`src/rtl/pc_sequencer.sv`:
```
// pc_sequencer: next-PC steering for the pc block, with a target LUT, a return stack
// and run/halt/error control; the PC is frozen by jumping it to itself.
module pc_sequencer #(
    parameter int D        = 6,
    parameter int LUT_N    = 8,
    parameter int RS_DEPTH = 4
) (
    input  logic                          clk,
    input  logic                          reset,
    input  logic                          start,
    input  logic                          stall,
    input  logic [2:0]                    br_type,
    input  logic [$clog2(LUT_N)-1:0]      br_idx,
    input  logic                          zero,
    input  logic [D-1:0]                  prog_ctr,
    input  logic                          lut_we,
    input  logic [$clog2(LUT_N)-1:0]      lut_waddr,
    input  logic [D-1:0]                  lut_wdata,
    output logic                          jump_en,
    output logic [D-1:0]                  target,
    output logic                          done,
    output logic                          err,
    output logic [$clog2(RS_DEPTH+1)-1:0] rs_count
);
    localparam int CW = $clog2(RS_DEPTH + 1);
    localparam int SW = $clog2(RS_DEPTH);
    localparam logic [1:0] S_IDLE = 2'd0, S_RUN = 2'd1, S_HALT = 2'd2, S_ERR = 2'd3;
    logic [1:0]    state_q, state_d;
    logic [CW-1:0] sp_q, sp_d, sp_m1;
    logic [D-1:0]  lut_q [LUT_N];
    logic [D-1:0]  stk_q [RS_DEPTH];
    logic          done_q, err_q;
    logic          go, take, push, pop, fault, hold;
    always_comb begin
        go      = state_q == S_RUN && !stall;
        sp_m1   = sp_q - CW'(1);
        push    = go && br_type == 3'd3 && sp_q != CW'(RS_DEPTH);
        pop     = go && br_type == 3'd4 && sp_q != '0;
        fault   = go && ((br_type == 3'd3 && !push) || (br_type == 3'd4 && !pop));
        take    = (go && (br_type == 3'd1 || (br_type == 3'd2 && zero))) || push || pop;
        hold    = !go || br_type == 3'd5 || fault;
        jump_en = !reset && (hold || take);
        target  = reset ? '0 : hold ? prog_ctr : pop ? stk_q[sp_m1[SW-1:0]] : take ? lut_q[br_idx] : '0;
        sp_d    = push ? sp_q + CW'(1) : pop ? sp_m1 : sp_q;
        state_d = (state_q == S_IDLE && start) ? S_RUN :
                  (go && br_type == 3'd5) ? S_HALT : fault ? S_ERR : state_q;
    end
    // LUT reads come from the registered array, so a same-cycle write shows up only next cycle
    always_ff @(posedge clk) begin
        if (reset) begin
            state_q <= S_IDLE;
            sp_q    <= '0;
            done_q  <= 1'b0;
            err_q   <= 1'b0;
            for (int i = 0; i < LUT_N; i++) lut_q[i] <= '0;
        end else begin
            state_q <= state_d;
            sp_q    <= sp_d;
            done_q  <= state_d == S_HALT;
            err_q   <= state_d == S_ERR;
            if (lut_we) lut_q[lut_waddr] <= lut_wdata;
            if (push) stk_q[sp_q[SW-1:0]] <= prog_ctr + D'(1);
        end
    end
    assign done     = done_q;
    assign err      = err_q;
    assign rs_count = sp_q;
endmodule
```
`config.mk`:
```
export PLATFORM = sky130hd
export DESIGN_NAME = pc_sequencer
export DESIGN_NICKNAME = d
export VERILOG_FILES = /design/src/rtl/pc_sequencer.sv
export SDC_FILE = /design/constraint.sdc
export NUM_CORES = 1
export LEC_CHECK = 0
export CAP_MARGIN = 15
export CORE_MARGIN = 2
export CORE_UTILIZATION = 45
export CTS_BUF_LIST = sky130_fd_sc_hd__clkbuf_2 sky130_fd_sc_hd__clkbuf_4 sky130_fd_sc_hd__clkbuf_8
export CTS_CLUSTER_DIAMETER = 200
export CTS_CLUSTER_SIZE = 10
export DETAILED_ROUTE_END_ITERATION = 6
export PLACE_DENSITY = 0.65
export SYNTH_ARGS = -nofsm -noshare
export SYNTH_HDL_FRONTEND = slang
export SYNTH_SLANG_ARGS = --single-unit
```
`constraint.sdc`:
```
create_clock -name clk -period 4.2 [get_ports clk]
set_input_delay 0.63 -clock clk [delete_from_list [all_inputs] [get_ports clk]]
set_output_delay 0.63 -clock clk [all_outputs]
set_load 0.1 [all_outputs]
```
Word level (Yosys, flattened, before mapping)
Memory sizes are Yosys's and may differ from the RTL's.
Cells that the tools add are included.

word-level totals
  output and inout port bits = 12
  memory bits (writable) = 72
  input bits = 27
  flip-flop bits (word level) = 7
  memories = 2

cells by class
  add/subtract/negate cells = 3
  eq/ne operators = 9
  mux-type cells = 20
  reduce and logical (&&, ||, !) cells = 29

memory list
  name   depth  width  read ports  clocked after Yosys merged registers in  write ports  RTL line  RTL
  lut_q  8      6      1           0                                        8            30        logic [D-1:0] lut_q [LUT_N];
  stk_q  4      6      1           0                                        1            31        logic [D-1:0] stk_q [RS_DEPTH];

operators with widths
  cell                                                                    count
  6-bit 2-to-1 mux                                                        5
  1-bit logical AND                                                       13
  1-bit 2-to-1 mux                                                        9
  3-bit 2-to-1 mux                                                        3
  1-bit logical OR                                                        7
  6-bit by 1-bit adder with 6-bit output (second input constant)          1
  3-bit by 2-bit equality test with 1-bit output (second input constant)  2
  3-bit equality test (second input constant)                             2
  2-bit 2-to-1 mux                                                        3
  6-bit OR reduction                                                      1
  1-bit logical NOT                                                       5
  2-bit equality test (second input constant)                             2
  3-bit by 1-bit adder with 3-bit output (second input constant)          1
  3-bit by 1-bit equality test with 1-bit output (second input constant)  1
  3-bit != test (second input constant)                                   1
  3-bit nonzero test                                                      1
  3-bit by 1-bit subtractor with 3-bit output (second input constant)     1
  2-bit by 1-bit equality test with 1-bit output (second input constant)  1
  2-bit logical NOT                                                       1
  2-bit nonzero test                                                      1

Longest topological paths before layout
  depth after elaboration = 12
  mapped depth = 10
  depth with buffers taken out = 7

Worst setup path after synthesis
Ideal clock, no wire load.

  kind = reg2out
  start point = reg sp_q[0], in the netlist rs_count[0]
  end point = out target[0]
  cell stages (with the launch flop) = 11
  path buffers = 3
  data arrival time = 4.344 ns
  path slack = -0.774 ns
  path through = dfxtp_1 clkbuf_1 inv_1 ha_1 clkbuf_1 nor2b_2 or3_1 buf_6 mux2_2 o21ai_1 a21oi_1

between the ends
  word-level cells in the longest chain between the ends = 9
  elaborated cells between the ends (all ways) = 19

RTL lines
  what                                                           RTL line  RTL
  from (decl)                                                    29        logic [CW-1:0] sp_q, sp_d, sp_m1;
  from (signal assigned)                                         58        sp_q <= sp_d;
  branches (longest 7 deep; another with memory read 4 x 6 bit)  --
  6-bit 2-to-1 mux * (2 in series)                               43        target = reset ? '0 : hold ? prog_ctr : pop ? stk_q[sp_m1[SW-1:0]] : take ? lut_q[br_idx] : '0;
  to (decl)                                                      20        output logic [D-1:0] target,

Mark *: on every way between the ends.

Worst setup path after layout
  start point = in br_idx[0]
  end point = out target[4]

between the ends
  word-level cells in the longest chain between the ends = 5

RTL lines
  what                            RTL line  RTL
  from (decl)                     13        input logic [$clog2(LUT_N)-1:0] br_idx,
  memory read 8 x 6 bit           --
  6-bit 2-to-1 mux (4 in series)  43

No other way between the ends.

==> flow_summary.yaml <==
worst_setup_path:
  cp_common_cell: "mux2_2"
  path_cells: "clkdlybuf4s50_1 -> buf_4 -> mux4_1 -> mux2_2 -> mux2_2 -> o21ai_1 -> a21oi_4 -> buf_12"
  critPathTopFamily: "multiplexers"
  timing.rr.end: "stk_q[2][4]$_DFFE_PP_"
  path_max_fanout: 12
  r2r_slack_ns: 2.12
  max_stage_delay_ns: 0.62
  critPathLaunchType: "input pin"
  slowest_stage: "mux4_1"
  required_ns: 3.57
  endpoint_kind: "primary output"
  crit_buf_inv: 3
  arrival_ns: 2.91
  reg2reg_from: "rs_count[1]$_SDFFE_PP0P_"
  reg2reg_depth: 6
  path_class: "in2out"
logic_synthesis:
  post_synth_main_area_contributors: "edfxtp_1 55%, and2_1 8.2%, mux4_1 6.6%"
  ys_warn_count: 0
  yosysTopAreaCellShare_pct: 54.5
  synth.distinct_cells: 47
  synth_seq_cells: 79
  ys.flop_type: "edfxtp_1"
  synth_area_um2: 3960
  synth_nets: 311
  syn_inst: 278
  yosysTopAreaCell: "edfxtp_1"
  synth_edf_count: 72
  syn_area_per_cell_um2: 14.3
  async_flop_share_pct: 0
  ys_seq_area_share_pct: 58.1
sta:
  fin_crit_sh_pct: 84.3
  slew_violations: 0
  finalClockSkew_ns: 0.0152
  worst_hold_slack_ns: 0.603
  relSlewSlack_pct: 34.3
  fin_ws_ns: 0.661
  worst_slew_pin_slew_ns: 0.983
  finalHoldViolations: 0
  rsz0062_at_grt: "no"
  post-route-min-period_ns: 3.54
  finalSetupViolCount: 0
  timing.setup.tns_ns: 0
  fmax_mhz: 283
route:
  via_count: 2321
  avgRoutedWirePerCell_um: 18.4
  drc_errors: 0
  first_pass_iters: 4
  viasPerCell: 5.36
  dr.first_iter.drc_count: 80
  ant_nets: 0
  wl_um: 7970
layout:
  nFillCells: 722
  nets: 353
  final_common_cell: "edfxtp_1"
  antenna_cells: 0
  area_growth_pct: 20.9
  drive_gt1_share_pct: 21.8
  final_cell_mix: "72 x edfxtp_1, 52 x and2_1, 31 x clkdlybuf4s50_1, 13 x nand2_1, 13 x mux2_2"
hold_path:
  min-delay-path-class: "reg2reg"
  hold-path-endpoint: "state_q[0]$_SDFF_PP0_"
  hp-start: "state_q[0]$_SDFF_PP0_"
  hold-path-cell-count: 3
floorplan:
  die_area_um2: 9580
  core_area_um2: 8640
  rows: 34
  die_x_um: 97.9
  die_h_um: 97.9
  initial_core_util_pct: 45.9
  ioPinCount: 39
power:
  powerDensity_nw_per_um2: 377
  p_leak_nw: 1.65
  vdd_drop_max_mv: 0.220
  total_power_mw: 1.81
clocking:
  cts_buffer_depth: 2
  cts_buffers: 9
  cts-hold-fix-buffers: 0
  cts_resized: 0
  clock_latency_ns: 0.36
  post_cts_buffers: 0
  clock_sinks: 79
  cts_tree: "yes"
  clk_pin_slew_ns: 0.09
  h-tree-depth: 3
  root_buffer: "clkbuf_8"
grt:
  grt_pass1_wl_um: 12600
  gr-usage-all-layers_pct: 17.5
  grt_pass1_vias: 2325
  grt.overflow.total: 0
  antenna_found_initial: 0
  grt_max_degree: 28
outcome:
  status: "finished, final reports clean"
run:
  drv_cap: 0
placement:
  io_buffers: 38
  dp_hpwl_um: 5870
  gp_congestion: 0.751
  pre_cts_ws_ns: 0.655
-- layer usage --
layer / up-vias / track usage [%] / routed length (um)
met5: - / 0 / 0
met1: 1140 / 23.3 / 3660
met3: 10 / 3.01 / 239
met4: 0 / 7.05 / 136
li1: 1133 / - / -
met2: 38 / 28.7 / 3930
-- flip-flops by register name, summed over array words and instances (netlist names) --
name,count
lut_q,48
stk_q,24
rs_count,3
state_q,2
done,1
err,1
-- cells by family after synthesis --
group | Yosys count | synth area share (%)
xor gates and xnor gates | 5 | 1.10
and+or+nand+nor | 115 | 16.9
AOI/OAI and AO/OA | 26 | 4.39
buffers and inverters | 16 | 2.78
muxes | 31 | 14.9
DFF | 79 | 58.1
adders and majority gates | 6 | 1.89
-- worst max-delay path by stage --
stage / startpoint / end / slack (ns) / depth (start not counted)
floorplan: rs_count[0]$_SDFFE_PP0P_ / target[0] / 0.08 / 10
global placement: br_idx[0] / target[4] / 0.68 / 8
detailed placement: br_idx[0] / target[4] / 0.66 / 8
CTS: br_idx[0] / target[4] / 0.65 / 8
global route: br_idx[0] / target[4] / 0.58 / 8
finish: br_idx[0] / target[4] / 0.66 / 8
-- cells in the mapped netlist, types with 7 or more instances --
master	instances
a21oi_1	8
and2_1	52
dfxtp_1	7
edfxtp_1	72
mux2_2	13
mux4_1	10
mux4_2	8
nand2_1	13
nor2_1	13
nor3_1	7
o21ai_1	7
or2_2	8
-- per-stage QoR --
step,std cells,cell area (um^2),utilization (%)
floorplan,278,4030,-
global placement,417,4550,52.7
detailed placement,417,4550,52.7
CTS,433,4790,55.5
global route,433,4790,55.5
finish,433,4790,55.5
-- final cells by class --
cell class | count | area, um^2 | area share [%]
Sequential cell | 79 | 2300 | 48.0
Tap cell | 108 | 135 | 2.82
Clock buffer | 9 | 124 | 2.58
Clock inverter | 7 | 120 | 2.51
Multi-Input combinational cell | 183 | 1620 | 33.8
Timing Repair Buffer | 43 | 475 | 9.92
Inverter | 4 | 15.0 | 0.313
-- worst min-delay path: cells and delay by family (launching register included) --
kind,cells,cell delay [ns]
flops,1,0.39
simple gates,2,0.12
compound gates,1,0.05
-- power breakdown --
part / switching, mW / total (mW) / internal (mW)
Clock: 0.288 / 0.685 / 0.397
Combinational: 0.122 / 0.219 / 0.0970
Sequential: 0.0124 / 0.903 / 0.890
Note: power is estimated with default switching activity, not from simulation.
